File: src/rtl/glyph_blitter.sv
// Copies a GLYPH_W x GLYPH_H digit glyph from the glyph store into the framebuffer, clipping at the edges.
// Optional macro GLYPH_BLITTER_TRANSPARENT_EN: zero-valued glyph pixels are skipped so the background shows through.
module glyph_blitter #(
    parameter int LEN      = 14800,
    parameter int WIDTH    = 4,
    parameter int X_MAX    = 160,
    parameter int Y_MAX    = 80,
    parameter int GLYPH_W  = 10,
    parameter int GLYPH_H  = 20,
    parameter int SRC_BASE = X_MAX * Y_MAX
) (
    input  logic                    clk,
    input  logic                    rst,
    input  logic                    start,
    input  logic [3:0]              digit,
    input  logic [7:0]              pos_x,
    input  logic [6:0]              pos_y,
    output logic                    busy,
    output logic                    done,
    output logic [$clog2(LEN)-1:0]  addr,
    output logic [WIDTH-1:0]        din,
    input  logic [WIDTH-1:0]        dout,
    output logic                    we
);

    localparam int AW  = $clog2(LEN);
    localparam int GXW = $clog2(GLYPH_W + 1);
    localparam int GYW = $clog2(GLYPH_H + 1);

    typedef enum logic [1:0] {
        IDLE  = 2'd0,
        READ  = 2'd1,
        WRITE = 2'd2,
        FIN   = 2'd3
    } state_t;

    state_t           state_r;
    logic [3:0]       digit_r;
    logic [7:0]       pos_x_r;
    logic [6:0]       pos_y_r;
    logic [GXW-1:0]   gx_r;
    logic [GYW-1:0]   gy_r;
    logic [AW-1:0]    addr_r;
    logic             we_r;
    logic             busy_r;
    logic             done_r;
    logic             blank_r;

    // Address math is done at 32 bits and only narrowed at the very end.
    function automatic logic [AW-1:0] src_addr(input logic [3:0] d,
                                               input logic [GXW-1:0] x,
                                               input logic [GYW-1:0] y);
        logic [31:0] a;
        a = 32'(SRC_BASE) + 32'(d) * 32'(GLYPH_W * GLYPH_H) + 32'(y) * 32'(GLYPH_W) + 32'(x);
        return a[AW-1:0];
    endfunction

    function automatic logic [AW-1:0] dst_addr(input logic [7:0] px,
                                               input logic [6:0] py,
                                               input logic [GXW-1:0] x,
                                               input logic [GYW-1:0] y);
        logic [31:0] a;
        a = (32'(py) + 32'(y)) * 32'(X_MAX) + 32'(px) + 32'(x);
        return a[AW-1:0];
    endfunction

    function automatic logic clipped(input logic [7:0] px,
                                     input logic [6:0] py,
                                     input logic [GXW-1:0] x,
                                     input logic [GYW-1:0] y);
        logic [31:0] cx;
        logic [31:0] cy;
        cx = 32'(px) + 32'(x);
        cy = 32'(py) + 32'(y);
        return (cx >= 32'(X_MAX)) || (cy >= 32'(Y_MAX));
    endfunction

    // Blit sequencer: each glyph pixel costs one READ and one WRITE cycle.
    always_ff @(posedge clk) begin
        if (rst) begin
            state_r <= IDLE;
            digit_r <= 4'd0;
            pos_x_r <= 8'd0;
            pos_y_r <= 7'd0;
            gx_r    <= '0;
            gy_r    <= '0;
            addr_r  <= '0;
            we_r    <= 1'b0;
            busy_r  <= 1'b0;
            done_r  <= 1'b0;
            blank_r <= 1'b0;
        end else begin
            case (state_r)
                IDLE: begin
                    we_r   <= 1'b0;
                    done_r <= 1'b0;
                    if (start) begin
                        digit_r <= digit;
                        pos_x_r <= pos_x;
                        pos_y_r <= pos_y;
                        blank_r <= (digit > 4'd9);
                        gx_r    <= '0;
                        gy_r    <= '0;
                        busy_r  <= 1'b1;
                        addr_r  <= src_addr(digit, GXW'(0), GYW'(0));
                        state_r <= READ;
                    end else begin
                        busy_r  <= 1'b0;
                        addr_r  <= '0;
                    end
                end
                READ: begin
                    addr_r  <= dst_addr(pos_x_r, pos_y_r, gx_r, gy_r);
                    we_r    <= !clipped(pos_x_r, pos_y_r, gx_r, gy_r);
                    state_r <= WRITE;
                end
                WRITE: begin
                    we_r <= 1'b0;
                    if (gx_r == GXW'(GLYPH_W - 1)) begin
                        gx_r <= '0;
                        if (gy_r == GYW'(GLYPH_H - 1)) begin
                            busy_r  <= 1'b0;
                            done_r  <= 1'b1;
                            addr_r  <= '0;
                            state_r <= FIN;
                        end else begin
                            gy_r    <= gy_r + GYW'(1);
                            addr_r  <= src_addr(digit_r, GXW'(0), gy_r + GYW'(1));
                            state_r <= READ;
                        end
                    end else begin
                        gx_r    <= gx_r + GXW'(1);
                        addr_r  <= src_addr(digit_r, gx_r + GXW'(1), gy_r);
                        state_r <= READ;
                    end
                end
                FIN: begin
                    done_r  <= 1'b0;
                    busy_r  <= 1'b0;
                    we_r    <= 1'b0;
                    addr_r  <= '0;
                    state_r <= IDLE;
                end
                default: begin
                    state_r <= IDLE;
                    we_r    <= 1'b0;
                    busy_r  <= 1'b0;
                    done_r  <= 1'b0;
                    addr_r  <= '0;
                end
            endcase
        end
    end

    // Read data only arrives during WRITE, so write data is a gated pass-through of dout.
    assign din  = ((state_r == WRITE) && !blank_r) ? dout : '0;
    assign addr = addr_r;
    assign busy = busy_r;
    assign done = done_r;

`ifdef GLYPH_BLITTER_TRANSPARENT_EN
    assign we = we_r & (dout != '0);
`else
    assign we = we_r;
`endif

endmodule
File: config.mk
export PLATFORM = sky130hd
export DESIGN_NAME = glyph_blitter
export DESIGN_NICKNAME = d
export VERILOG_FILES = /design/src/rtl/glyph_blitter.sv
export SDC_FILE = /design/constraint.sdc
export NUM_CORES = 1
export LEC_CHECK = 0
export ABC_CLOCK_PERIOD_IN_PS = 4800
export CAP_MARGIN = 0
export CORE_MARGIN = 3
export CORE_UTILIZATION = 30
export DETAILED_ROUTE_END_ITERATION = 7
export GPL_TIMING_DRIVEN = 0
export PLACE_DENSITY = 0.46
export SYNTH_ARGS = -nofsm -noshare
export SYNTH_HDL_FRONTEND = slang
export SYNTH_SLANG_ARGS = --single-unit
export TNS_END_PERCENT = 1
File: constraint.sdc
create_clock -name clk -period 4.8 [get_ports clk]
set_input_delay 0.72 -clock clk [delete_from_list [all_inputs] [get_ports clk]]
set_output_delay 0.72 -clock clk [all_outputs]
set_load 0.02 [all_outputs]
==> results.txt <==
Final Cycle Share -> 83.63%
syn nets -> 686
routed len/inst -> 16.36 µm
R2R setup slack -> 0.79 ns
Fin. Hold Viols -> 0
Buf+Inv Stages, Crit Path -> 0
WHS -> 0.4693 ns
Post-synth EDFFs -> 0
H-tree Lvls -> 2
max-cap violation count -> 0
WL final -> 13070 µm
Top Family by Delay on Critical Path -> adder cells
Die X -> 130.1 µm
Yosys reg bits -> 48
Main synth FF type -> dfxtp_1
cts hold-fix bufs -> 0
ranking of synthesized cells by area -> ha_1, dfxtp_1, a21oi_1, nand2_1, xor2_1
most used cell, CP -> ha_1
CTS buffer count -> 5
status -> complete, no violations
antenna-violating nets left -> 0
area occupied by multi-input gates -> 0.003477 mm²
share of cells above drive strength 1 -> 2.927%
P per Cell Area -> 218.9 mW/mm²
Final Wtd Congestion -> 0.8331
WHS Path Cells -> 2
Worst path depth -> 14
RSZ-0062 raised after global routing -> false
TritonCTS clock tree -> built
launching point of the worst reg2reg path -> gy_r[0]
Die H -> 130.1 µm
vias per cell -> 5.079
Total Power -> 0.001192 W
number of distinct library cells after synthesis -> 56
Sequential Area -> 960.9 µm²
core area -> 0.01481 mm²
global route overflow -> 0
Final WS setup -> 0.7855 ns
ANT cells -> 0
initial antenna violation count -> 0
Synth async-reset ratio -> 0%
CP endpoint kind -> register
Crit. Startpoint -> gy_r[0]
standard-cell row count -> 44
vias in the first global route -> 3976
CP max-delay cell -> dfxtp_1
DP Wirelength -> 10820 µm
setup bufs post-CTS -> 0
CP Max Fanout -> 9
worst hold path class -> reg2reg
top cell type's share of synthesized area -> 23.84%
die area -> 0.01692 mm²
setup TNS -> 0 ns
post-cts resize count -> 0
actual slew at the worst max-slew pin -> 0.6345 ns
Avg Cell Area, Syn -> 8.217 µm²
# nets final -> 739
leak pwr -> 2.547 nW
Period minus WS final -> 4.014 ns
quantity of I/O buffers inserted on ports -> 46
Finished Layout Cells -> 799
Root Driver -> clkbuf_16
first-pass iteration count of the detailed router -> 4
Largest stage delay, worst path -> 0.58 ns
Num Clock Sinks -> 48
reg2reg path depth -> 14
# setup viols final -> 0
vias after detailed routing -> 4058
Max Slew Vio Count -> 0
cells after synthesis -> 562
DRC violations left -> 0
clk_skew -> 0.004692 ns
maximum VDD drop -> 0.0001278 V
Place WS -> 0.7660 ns
Warnings, synthesis -> 0
CP cell instances -> nand3_1 > xnor2_1 > ha_1 > ha_1 > fa_1 > xor2_1 > ha_1 > o21a_1 > o31a_1 > o21a_1 > nor2_1 > xnor2_1 > o22ai_1 > a221o_1
global-route wire length before repair -> 21330 µm
GRT Resource Usage Total -> 16.22%
Setup crit end -> addr[9]
initial DRC count -> 232
Worst Path Arrival -> 4.19 ns
Worst Path Required -> 4.98 ns
cell taking the most area after synthesis -> ha_1
Starting Density -> 31.18%
I/O pins -> 47
CTS Buffer Depth -> 2
Slew HR -> 57.70%
Inst Count DP -> 792
CP Launch Type -> register
largest net degree at the start of global routing -> 15
Clock Latency Late Sink -> 0.30 ns
area delta synth->final -> 17.94%
fmax -> 249.1 MHz
cell area after synthesis -> 0.004618 mm²
clock-pin slew on the worst setup and hold paths -> 0.07 ns
FF-to-FF End -> addr[9]
Fill cells -> 1573
sequential-to-total area share from yosys stat -> 20.81%
Setup CP Type -> reg2reg
==> synthesized netlist by cell type, drive strengths merged (2+ instances only) <==
master and instances:
a21oi 55, a21o 14, a211oi 5, a31oi 5, o32ai 2, inv 32
nand4 2, nor2 35, nor3 9, nand2 72, o21ai 27, ha 88
xnor2 20, clkbuf 14, o311ai 2, fa 10, o21bai 2, o22ai 6
xor2 26, and3 4, and2 10, o211ai 4, o221ai 2, buf 2
nand3 11, nand2b 6, a22oi 7, or2 4, nor2b 9, o21a 7
a21boi 2, dfxtp 48
==> per-layer routing <==
| layer | up-vias | global-route usage (%) | share of wire, % |
|---|---|---|---|
| met1 | 1888 | 22.84 | 50 |
| met4 | 0 | 4.218 | 1.4 |
| met2 | 70 | 25.86 | 45 |
| li1 | 2090 | - | - |
| met5 | - | 0 | 0 |
| met3 | 10 | 2.538 | 3.6 |
==> kinds of logic after synthesis <==
family / count (synthesis) / synth area share, %
simple gates: 169 / 16.91
compound gates: 151 / 20.62
fa+ha+maj: 98 / 28.18
buf+inv: 48 / 3.902
flops: 48 / 20.81
xor+xnor: 47 / 9.374
mux: 1 / 0.2168
==> through the flow <==
| stage | area, µm² | utilization [%] |
|---|---|---|
| after CTS | 5446 | 36.78 |
| after global routing | 5446 | 36.78 |
| after global placement | 5309 | 35.85 |
| after detailed placement | 5309 | 35.85 |
| after floorplan | 4618 | - |
| final | 5446 | 36.78 |
==> placed cells by master, fill, tap and decap left out, drive strengths merged, types with 4 or more instances in the layout <==
cell type / count
ha: 88
nand2: 72
a21oi: 55
dfxtp: 48
clkdlybuf4s50: 46
nor2: 35
inv: 32
o21ai: 27
xor2: 26
xnor2: 20
clkbuf: 19
a21o: 14
nand3: 11
and2: 10
fa: 10
nor2b: 9
nor3: 9
o21a: 7
a22oi: 7
nand2b: 6
o22ai: 6
a31oi: 5
a211oi: 5
or2: 4
o211ai: 4
and3: 4
==> flip-flops by register name, summed over array words and instances (netlist names) <==
name and cells:
addr 14, blank_r 1, busy 1, digit_r 4
done 1, gx_r 4, gy_r 5, pos_x_r 8
pos_y_r 7, state_r 2, we 1
==> report_power, final <==
part / leakage, nW / internal, W / switching, W
Clock: 0.0657 / 0.000190 / 0.000164
Combinational: 2.09 / 0.000163 / 0.000223
Sequential: 0.392 / 0.000428 / 0.0000248
Total: 2.55 / 0.000781 / 0.000412
==> worst min-delay path: cells and delay by family (launching register included) <==
kind / cells / cell delay [ns]
AOI/OAI and AO/OA: 1 / 0.05
and+or+nand+nor: 1 / 0.05
DFF: 1 / 0.32
==> worst min-delay path by stage <==
stage	end	startpoint	slack [ns]
after global placement	pos_y_r[0]	pos_y_r[0]	0.46
after detailed placement	pos_x_r[3]	pos_x_r[3]	0.46
final	pos_x_r[3]	pos_x_r[3]	0.47
after CTS	pos_x_r[3]	pos_x_r[3]	0.47
after global routing	pos_x_r[3]	pos_x_r[3]	0.49
after floorplan	pos_x_r[0]	pos_x_r[0]	0.44
==> final cells by class <==
type                       count  area share [%]
tap                          184           4.227
timing repair buffer          46           8.454
clock buffer                   5           2.297
buffer                        16           1.103
multi-input combinational    466           63.84
inverter                      32           2.205
clock inverter                 2          0.2297
sequential                    48           17.64
Power figures use the tool's default switching activity.
